<file path="src/rtl/ldpc_loop_sequencer.sv">
// ldpc_loop_sequencer
// Runs one LDPC loopback job at a time. The job word goes out on both the
// encoder and decoder control streams. The sequencer then waits for one status
// word from each side and returns a result word that carries a timeout flag, a
// mismatch flag and the measured loop latency. Completed and failed jobs are
// counted in saturating counters.
module ldpc_loop_sequencer #(
    parameter int DATA_WIDTH     = 32,
    parameter int CNT_WIDTH      = 16,
    parameter int TIMEOUT_CYCLES = 4096
) (
    input  logic                  aclk,
    input  logic                  areset,

    input  logic [DATA_WIDTH-1:0] s_axis_job_tdata,
    input  logic                  s_axis_job_tvalid,
    output logic                  s_axis_job_tready,

    output logic [DATA_WIDTH-1:0] m_axis_enc_ctrl_tdata,
    output logic                  m_axis_enc_ctrl_tvalid,
    input  logic                  m_axis_enc_ctrl_tready,

    output logic [DATA_WIDTH-1:0] m_axis_dec_ctrl_tdata,
    output logic                  m_axis_dec_ctrl_tvalid,
    input  logic                  m_axis_dec_ctrl_tready,

    input  logic [DATA_WIDTH-1:0] s_axis_enc_status_tdata,
    input  logic                  s_axis_enc_status_tvalid,
    output logic                  s_axis_enc_status_tready,

    input  logic [DATA_WIDTH-1:0] s_axis_dec_status_tdata,
    input  logic                  s_axis_dec_status_tvalid,
    output logic                  s_axis_dec_status_tready,

    output logic [DATA_WIDTH-1:0] m_axis_result_tdata,
    output logic                  m_axis_result_tvalid,
    input  logic                  m_axis_result_tready,

    output logic                  busy,
    output logic [CNT_WIDTH-1:0]  job_count,
    output logic [CNT_WIDTH-1:0]  error_count
);

    // The T and M flags sit in the two top bits above the latency field.
    if (DATA_WIDTH < CNT_WIDTH + 2) begin : g_width_check
        $error("ldpc_loop_sequencer: DATA_WIDTH must be at least CNT_WIDTH+2");
    end
    if (TIMEOUT_CYCLES < 1 || TIMEOUT_CYCLES > (2 ** CNT_WIDTH) - 1) begin : g_timeout_check
        $error("ldpc_loop_sequencer: TIMEOUT_CYCLES out of range for CNT_WIDTH");
    end

    localparam logic [CNT_WIDTH-1:0] TIMEOUT_LIM = CNT_WIDTH'(TIMEOUT_CYCLES);

    typedef enum logic [1:0] {
        ST_IDLE   = 2'd0,
        ST_ISSUE  = 2'd1,
        ST_WAIT   = 2'd2,
        ST_REPORT = 2'd3
    } state_t;

    state_t                 state_q,       state_d;
    logic                   rdy_en_q;
    logic [DATA_WIDTH-1:0]  job_q,         job_d;
    logic                   enc_vld_q,     enc_vld_d;
    logic                   dec_vld_q,     dec_vld_d;
    logic                   enc_done_q,    enc_done_d;
    logic                   dec_done_q,    dec_done_d;
    logic [DATA_WIDTH-1:0]  enc_stat_q,    enc_stat_d;
    logic [DATA_WIDTH-1:0]  dec_stat_q,    dec_stat_d;
    logic [CNT_WIDTH-1:0]   elapsed_q,     elapsed_d;
    logic                   res_vld_q,     res_vld_d;
    logic [DATA_WIDTH-1:0]  res_data_q,    res_data_d;
    logic [CNT_WIDTH-1:0]   job_count_q,   job_count_d;
    logic [CNT_WIDTH-1:0]   error_count_q, error_count_d;

    logic                   in_flight;
    logic                   enc_status_rdy;
    logic                   dec_status_rdy;
    logic                   report_go;
    logic                   report_to;

    function automatic logic [CNT_WIDTH-1:0] sat_inc(input logic [CNT_WIDTH-1:0] v);
        return (v == '1) ? v : v + CNT_WIDTH'(1);
    endfunction

    function automatic logic [DATA_WIDTH-1:0] make_result(input logic                 t,
                                                          input logic                 m,
                                                          input logic [CNT_WIDTH-1:0] el);
        logic [DATA_WIDTH-1:0] r;
        r                  = '0;
        r[DATA_WIDTH-1]    = t;
        r[DATA_WIDTH-2]    = m;
        r[CNT_WIDTH-1:0]   = el;
        return r;
    endfunction

    // Ready outputs are held low until the first clock edge after reset release.
    assign in_flight      = (state_q == ST_ISSUE) || (state_q == ST_WAIT);
    assign enc_status_rdy = rdy_en_q && ((state_q == ST_IDLE) || (in_flight && !enc_done_q));
    assign dec_status_rdy = rdy_en_q && ((state_q == ST_IDLE) || (in_flight && !dec_done_q));

    assign s_axis_job_tready        = rdy_en_q && (state_q == ST_IDLE);
    assign s_axis_enc_status_tready = enc_status_rdy;
    assign s_axis_dec_status_tready = dec_status_rdy;
    assign m_axis_enc_ctrl_tdata    = job_q;
    assign m_axis_enc_ctrl_tvalid   = enc_vld_q;
    assign m_axis_dec_ctrl_tdata    = job_q;
    assign m_axis_dec_ctrl_tvalid   = dec_vld_q;
    assign m_axis_result_tdata      = res_data_q;
    assign m_axis_result_tvalid     = res_vld_q;
    assign busy                     = (state_q != ST_IDLE);
    assign job_count                = job_count_q;
    assign error_count              = error_count_q;

    // Next-state logic: job accept, control issue, status capture, timeout and report.
    always_comb begin
        state_d       = state_q;
        job_d         = job_q;
        enc_vld_d     = enc_vld_q;
        dec_vld_d     = dec_vld_q;
        enc_done_d    = enc_done_q;
        dec_done_d    = dec_done_q;
        enc_stat_d    = enc_stat_q;
        dec_stat_d    = dec_stat_q;
        elapsed_d     = elapsed_q;
        res_vld_d     = res_vld_q;
        res_data_d    = res_data_q;
        job_count_d   = job_count_q;
        error_count_d = error_count_q;
        report_go     = 1'b0;
        report_to     = 1'b0;

        case (state_q)
            ST_IDLE: begin
                // Status words seen here are stale and simply dropped.
                if (s_axis_job_tvalid && s_axis_job_tready) begin
                    job_d      = s_axis_job_tdata;
                    enc_vld_d  = 1'b1;
                    dec_vld_d  = 1'b1;
                    enc_done_d = 1'b0;
                    dec_done_d = 1'b0;
                    elapsed_d  = '0;
                    state_d    = ST_ISSUE;
                end
            end

            ST_ISSUE, ST_WAIT: begin
                if (s_axis_enc_status_tvalid && enc_status_rdy) begin
                    enc_stat_d = s_axis_enc_status_tdata;
                    enc_done_d = 1'b1;
                end
                if (s_axis_dec_status_tvalid && dec_status_rdy) begin
                    dec_stat_d = s_axis_dec_status_tdata;
                    dec_done_d = 1'b1;
                end
                // The edge carrying the last status handshake is still counted.
                if (!(enc_done_q && dec_done_q)) begin
                    elapsed_d = sat_inc(elapsed_q);
                end

                if (state_q == ST_ISSUE) begin
                    if (enc_vld_q && m_axis_enc_ctrl_tready) begin
                        enc_vld_d = 1'b0;
                    end
                    if (dec_vld_q && m_axis_dec_ctrl_tready) begin
                        dec_vld_d = 1'b0;
                    end
                    if (!enc_vld_d && !dec_vld_d) begin
                        if (enc_done_d && dec_done_d) begin
                            report_go = 1'b1;
                        end else begin
                            state_d = ST_WAIT;
                        end
                    end
                end else begin
                    // A status completing on the timeout edge takes priority.
                    if (enc_done_d && dec_done_d) begin
                        report_go = 1'b1;
                    end else if (elapsed_d >= TIMEOUT_LIM) begin
                        report_go = 1'b1;
                        report_to = 1'b1;
                    end
                end
            end

            ST_REPORT: begin
                if (res_vld_q && m_axis_result_tready) begin
                    res_vld_d   = 1'b0;
                    state_d     = ST_IDLE;
                    job_count_d = sat_inc(job_count_q);
                    if (res_data_q[DATA_WIDTH-1] || res_data_q[DATA_WIDTH-2]) begin
                        error_count_d = sat_inc(error_count_q);
                    end
                end
            end

            default: state_d = ST_IDLE;
        endcase

        if (report_go) begin
            state_d    = ST_REPORT;
            res_vld_d  = 1'b1;
            res_data_d = make_result(report_to,
                                     !report_to && (enc_stat_d != dec_stat_d),
                                     elapsed_d);
        end
    end

    // State and output registers; reset aborts any job in flight.
    always_ff @(posedge aclk or posedge areset) begin
        if (areset) begin
            state_q       <= ST_IDLE;
            rdy_en_q      <= 1'b0;
            job_q         <= '0;
            enc_vld_q     <= 1'b0;
            dec_vld_q     <= 1'b0;
            enc_done_q    <= 1'b0;
            dec_done_q    <= 1'b0;
            enc_stat_q    <= '0;
            dec_stat_q    <= '0;
            elapsed_q     <= '0;
            res_vld_q     <= 1'b0;
            res_data_q    <= '0;
            job_count_q   <= '0;
            error_count_q <= '0;
        end else begin
            state_q       <= state_d;
            rdy_en_q      <= 1'b1;
            job_q         <= job_d;
            enc_vld_q     <= enc_vld_d;
            dec_vld_q     <= dec_vld_d;
            enc_done_q    <= enc_done_d;
            dec_done_q    <= dec_done_d;
            enc_stat_q    <= enc_stat_d;
            dec_stat_q    <= dec_stat_d;
            elapsed_q     <= elapsed_d;
            res_vld_q     <= res_vld_d;
            res_data_q    <= res_data_d;
            job_count_q   <= job_count_d;
            error_count_q <= error_count_d;
        end
    end

endmodule
</file>
<file path="config.mk">
export PLATFORM = sky130hd
export DESIGN_NAME = ldpc_loop_sequencer
export DESIGN_NICKNAME = d
export VERILOG_FILES = /design/src/rtl/ldpc_loop_sequencer.sv
export SDC_FILE = /design/constraint.sdc
export NUM_CORES = 1
export LEC_CHECK = 0
export CELL_PAD_IN_SITES_DETAIL_PLACEMENT = 1
export CELL_PAD_IN_SITES_GLOBAL_PLACEMENT = 2
export CORE_AREA = 2 2 165 208
export DETAILED_ROUTE_END_ITERATION = 10
export DIE_AREA = 0 0 167 210
export GPL_TIMING_DRIVEN = 0
export PLACE_DENSITY = 0.72
export SYNTH_ARGS = -nofsm -noshare
export SYNTH_HDL_FRONTEND = slang
export SYNTH_SLANG_ARGS = --single-unit
</file>
<file path="constraint.sdc">
create_clock -name aclk -period 6.2 [get_ports aclk]
set_input_delay 1.24 -clock aclk [delete_from_list [all_inputs] [get_ports aclk]]
set_output_delay 1.24 -clock aclk [all_outputs]
set_load 0.01 [all_outputs]
</file>
==> impl_metrics.csv <==
group,metric,value,unit
status,status,"finished, final reports clean",
floorplanning,initial_core_util,0.2663,
yosys,yosys.area.top_type,"dfrtp_1",
clock_tree,clkTransAtPathRegs,0.07,ns
floorplanning,core_area,33130,um^2
worst_hold_path,hp-class,"reg2reg",
yosys,synth-async-reset-ratio,1.000,
clock_tree,cts_tree,"done",
detailed_routing,drt_pre_antenna_iters,4,
timing,rsz0062_at_grt,"false",
yosys,ys_top_cells_by_count,"170 x dfrtp_1, 75 x nand2_1, 51 x buf_4, 50 x o21ai_0, 47 x nand3_1",
yosys,yosysSeqAreaShare,0.4823,
detailed_routing,drc,0,
timing,worstMarginPinSlew,0.7715,ns
critical_path,crit_arrival,2.55,ns
yosys,synthesis.instances,832,
power,power_frac_seq,0.306,
yosys,syn-cell-area,8821,um^2
power,internal-power,3.506,mW
flow_run,drv_cap,0,
grt,antenna_found_initial,3,
yosys,synth-edff-count,0,
power,finalPower,5.516,mW
yosys,ys_types,61,
critical_path,cp_max_fo,10,
power,p_switching,2.010,mW
detailed_routing,drtIter0Drc,241,
clock_tree,cts_made_buffers,17,
placement,globalplace.congestion,0.7473,
floorplanning,io-pin-count,239,
timing,final.setup.tns,0,ns
detailed_routing,vias_per_cell,4.767,
clock_tree,cts_buffer_depth,2,
power,clockPowerShare,0.202,
clock_tree,hold_buffers,0,
yosys,synthMostInstantiatedCell,"dfrtp_1",
critical_path,required,4.96,ns
clock_tree,ctsResizeCount,0,
detailed_routing,num_vias,7275,
detailed_routing,wire_per_inst,18.10,um
timing,clock_skew,0.008692,ns
timing,min_period,3.786,ns
power,ir_drop,0.1987,mV
placement,dp_hpwl,20280,um
detailed_routing,ant_nets,0,
power,p_leak,5.550,nW
yosys,synth_top_area_share,0.4823,
floorplanning,die-width,167,um
grt,grt_pass1_vias,7767,
detailed_routing,wl,27620,um
placement,port_buffers,224,
yosys,synthFlopType,"dfrtp_1",
grt,grt_first_pass_wirelength,43980,um
power,p_sw_frac,0.3644,
timing,max_slew_margin,0.4786,
floorplanning,rows,75,
clock_tree,root_buffer,"clkbuf_16",
timing,hold_viol_final,0,
floorplanning,fp.dieH,210,um
clock_tree,htreeDepth,4,
critical_path,worst_setup_path_start_kind,"register",
yosys,ys_warn_count,0,
grt,track_usage,0.1591,
placement,placed_cell_area,11680,um^2
clock_tree,insertion_delay,0.44,ns
timing,drv_slew,0,
timing,finalCritPeriodShare,0.6106,
finish,drive_gt1_frac,0.1924,
timing,setup_ws,2.414,ns
yosys,ys_seq_elements,170,
finish,final_nets,1201,
clock_tree,clock-sinks,170,
clock_tree,cts_setup_buffers,0,
floorplanning,dieArea,35070,um^2
finish,final_area,12280,um^2
finish,postLayoutCoreUtil,0.3708,
critical_path,critPathCaptureType,"output port",
grt,grt-ovfl-total,0,
grt,grt_max_degree,98,
yosys,avgSynthCellArea,10.60,um^2
finish,areaGrowthSynthToFinish,39.26,%
power,powerDensity,449.0,nW/um^2
power,pwr-share-comb,0.491,
placement,pre_cts_ws,1.915,ns
timing,max_clock_freq,264.1,MHz
yosys,synth.area.top_cells,"dfrtp_1 48%, mux2_2 5.2%, buf_4 4.3%, nand2_1 3.2%, o21ai_0 2.8%",
critical_path,critPathKind,"reg2out",
timing,setup_viol,0,
[cell type report]
type | count | area [um^2]
fillers | 3710 | 20840
clock inverters | 12 | 138.9
flip-flops and latches | 170 | 4254
diodes | 1 | 2.502
inverters | 13 | 56.30
repair buffers | 225 | 2270
plain buffers | 84 | 575.6
multi-input cells | 578 | 3991
clock buffers | 20 | 466.7
well taps | 423 | 529.3
[metal layers]
metal | vias up | GRT usage | part of all wire
met5 | - | 0 | 0.00083
met4 | 4 | 0.04637 | 0.016
met3 | 26 | 0.03830 | 0.044
met2 | 147 | 0.2830 | 0.52
met1 | 3650 | 0.1905 | 0.42
li1 | 3448 | - | -
[per-stage QoR]
| stage | cells | hold WS [ns] |
|---|---|---|
| 2_1_floorplan | 845 | 0.4615 |
| 3_3_place_gp | 1492 | 0.4798 |
| 3_5_place_dp | 1493 | 0.4865 |
| 4_1_cts | 1525 | 0.5005 |
| 5_1_grt | 1525 | 0.5203 |
| 6_report | 1526 | 0.4927 |
[path summary, 6_finish.rpt]
path | from | to | slack (ns) | cells past startpoint
max | state_q[0] | s_axis_enc_status_tready | 2.41 | 7
min | job_count[7] | job_count[7] | 0.49 | 1
max reg2reg | state_q[0] | m_axis_result_tdata[30] | 2.85 | 11
min reg2reg | job_count[7] | job_count[7] | 0.49 | 1
max in group asynchronous | areset | elapsed_q[2] | 4.01 | 3
min in group asynchronous | areset | enc_stat_q[2] | 1.29 | 2
[power by group through the flow]
| stage | Combinational (mW) | Clock (mW) | Sequential, mW |
|---|---|---|---|
| after detailed placement | 2.73 | 0 | 1.72 |
| after floorplan | 1.59 | 0 | 1.73 |
| final | 2.71 | 1.12 | 1.69 |
| after CTS | 2.75 | 1.16 | 1.70 |
| after global placement | 2.69 | 0 | 1.70 |
| after global routing | 2.97 | 1.20 | 1.74 |
[cell families after synthesis]
kind of cell | share of synthesized area
multiplexers | 0.07050
AND/OR/NAND/NOR | 0.1831
buffers and inverters | 0.07078
flip-flops | 0.4823
XOR/XNOR | 0.03177
adder cells (fa/ha/maj) | 0.01135
other | 0.0008514
AO/OA/AOI/OAI | 0.1494
[cell usage in the layout (no fill, tap or decap), drive strengths merged, types with 20 or more instances in the layout]
cell,count
nor2,21
dfrtp,170
o21ai,54
mux2,49
buf,70
a21boi,32
xnor2,27
nand2,75
a211oi,35
or2,34
nand4,20
and3,41
clkbuf,35
nand3,48
clkdlybuf4s50,224
[worst max-delay path, cell delays in order, from the launching register on]
cell and delay, ns:
dfrtp_1 0.40, inv_1 0.10, ha_1 0.32, buf_4 0.20
inv_1 0.20, o21ai_0 0.19, and2_1 0.14, clkdlybuf4s50_1 0.55
[sequential cells by signal, indices dropped and copies added (netlist names)]
name	cells
dec_stat_q	32
enc_stat_q	32
m_axis_dec_ctrl_tdata	32
m_axis_result_tdata	18
elapsed_q	16
error_count	16
job_count	16
state_q	2
dec_done_q	1
enc_done_q	1
m_axis_dec_ctrl_tvalid	1
m_axis_enc_ctrl_tvalid	1
m_axis_result_tvalid	1
rdy_en_q	1
Note: power is estimated with default switching activity, not from simulation.
==> edit, RTL diff (config.mk and constraints unchanged) <==
The 4 states of `state_t` get a one-hot encoding in 4 bits.
--- a/src/rtl/ldpc_loop_sequencer.sv
+++ b/src/rtl/ldpc_loop_sequencer.sv
@@ -52,9 +52,9 @@
     localparam logic [CNT_WIDTH-1:0] TIMEOUT_LIM = CNT_WIDTH'(TIMEOUT_CYCLES);
 
-    typedef enum logic [1:0] {
-        ST_IDLE   = 2'd0,
-        ST_ISSUE  = 2'd1,
-        ST_WAIT   = 2'd2,
-        ST_REPORT = 2'd3
+    typedef enum logic [3:0] {
+        ST_IDLE   = 4'b0001,
+        ST_ISSUE  = 4'b0010,
+        ST_WAIT   = 4'b0100,
+        ST_REPORT = 4'b1000
     } state_t;
 
Behaviour: same outputs for any inputs over 4 cycles, from zero or initial values and one cycle with areset high; so few cycles prove little.
==> edit against the unedited design <==
Maximum frequency shrank 17%. Worst hold slack got worse by 1.4 ps. Final area rose by 2.3%. Clock skew rose by 5.7 ps. Sequential cell count grew 2. Synthesized area increased by 2.9%. Final cell count up 5.2%. Power decreased by 9.9%. Wire length grew 13%. Synthesized cell count up 9.6%. Setup slack lost 770 ps. Non-clock buffer count grew 26.
==> edit: results (changes against the unedited design) <==
metric,value,unit,change
Post-synth top cells,"dfrtp_1, nand2_1, buf_4",,
Min-Delay Endpoint,m_axis_result_tdata[15]$_DFFE_PP0P_,,
GRT met2 Usage,31.7,%,+3.4 points
Synth Area in XOR/XNOR,3.09,%,-0.088 points
R2R depth,9,,-2
clock skew,14.4,ps,+5.71 ps
PwrDens,395,nW/um^2,-12%
Avg Inst Size Synth,9.95,sq um,-6.2%
Fill cells,3743,,+0.89%
measured slew at the worst slew-check pin,1060,ps,+284 ps
Fin Hold WS,491,ps,-1.37 ps
Sequential Area,4310,sq um,+1.2%
post-synthesis mux area share,2.58,%,-4.5 points
antenna violations before repair,0,,-3
detailed placer's ending HPWL,23.4,mm,+15%
Repair and plain buffers,335,,+8.4%
M3 GR Usage,2.97,%,-0.86 points
largest net degree at the start of global routing,111,,+13%
Worst R2R Setup Slack,2440,ps,-410 ps
M1 GR Usage,22.9,%,+3.9 points
"Distinct cells, synth",60,,-1.6%
fraction of area in multi-input gates,33.1,%,+0.60 points
status,finished clean,,
Final nets,1276,,+6.2%
combinational power,2.11,mW,-22%
Leak,5.60,nW,+0.92%
Total Routing Usage GR,17.9,%,+2.0 points
clk cell area share,5.11,%,+0.18 points
Setup crit end,m_axis_result_tdata[30]$_DFFE_PP0P_,,
via density per instance,5.04,,+5.7%
antenna diode count,0,,-1
inverters,9,,-4
Psw,1.71,mW,-15%
Max VDD drop,0.174,mV,-12%
non-clk buf share,23.0,%,-0.15 points
metal3 WL,1.16,mm,-5.3%
initial DRC count,353,,+46%
worst reg2reg path startpoint,state_q[0]$_DFFE_PP1P_,,
adder-cell share of the synthesized area,0.414,%,-0.72 points
placement-stage cell area,11900,sq um,+2.2%
-- edit: cell count changes in the layout (fill, tap and decap cells not counted), moves of 9 or more --
cell / unedited run / this run
a21boi_1: 24 / 0
and3_1: 35 / 7
and4_1: 3 / 37
clkbuf_1: 13 / 38
mux2_2: 41 / 11
nand2_1: 75 / 159
nand3_1: 47 / 15
nand4_1: 19 / 48
nor4b_1: 10 / 19
o21ai_0: 50 / 15
o31a_1: 0 / 32
o31ai_1: 3 / 22
o31ai_2: 1 / 10
-- edit: metrics by stage --
stage / setup slack [ps] / utilization (%)
after detailed placement: 1280 / 36.0
final: 1640 / 37.9
after floorplan: 302 / -
after global routing: 1590 / 37.9
after global placement: -2730 / 35.9
after CTS: 1760 / 37.9
-- edit: critical path, cell delays in order --
cell,delay [ps]
clkdlybuf4s50_1,590
and4bb_2,360
clkbuf_1,520
nand4_1,270
o211a_1,200
nor4b_1,710
nand4_1,310
nor4_1,500
o22ai_1,150
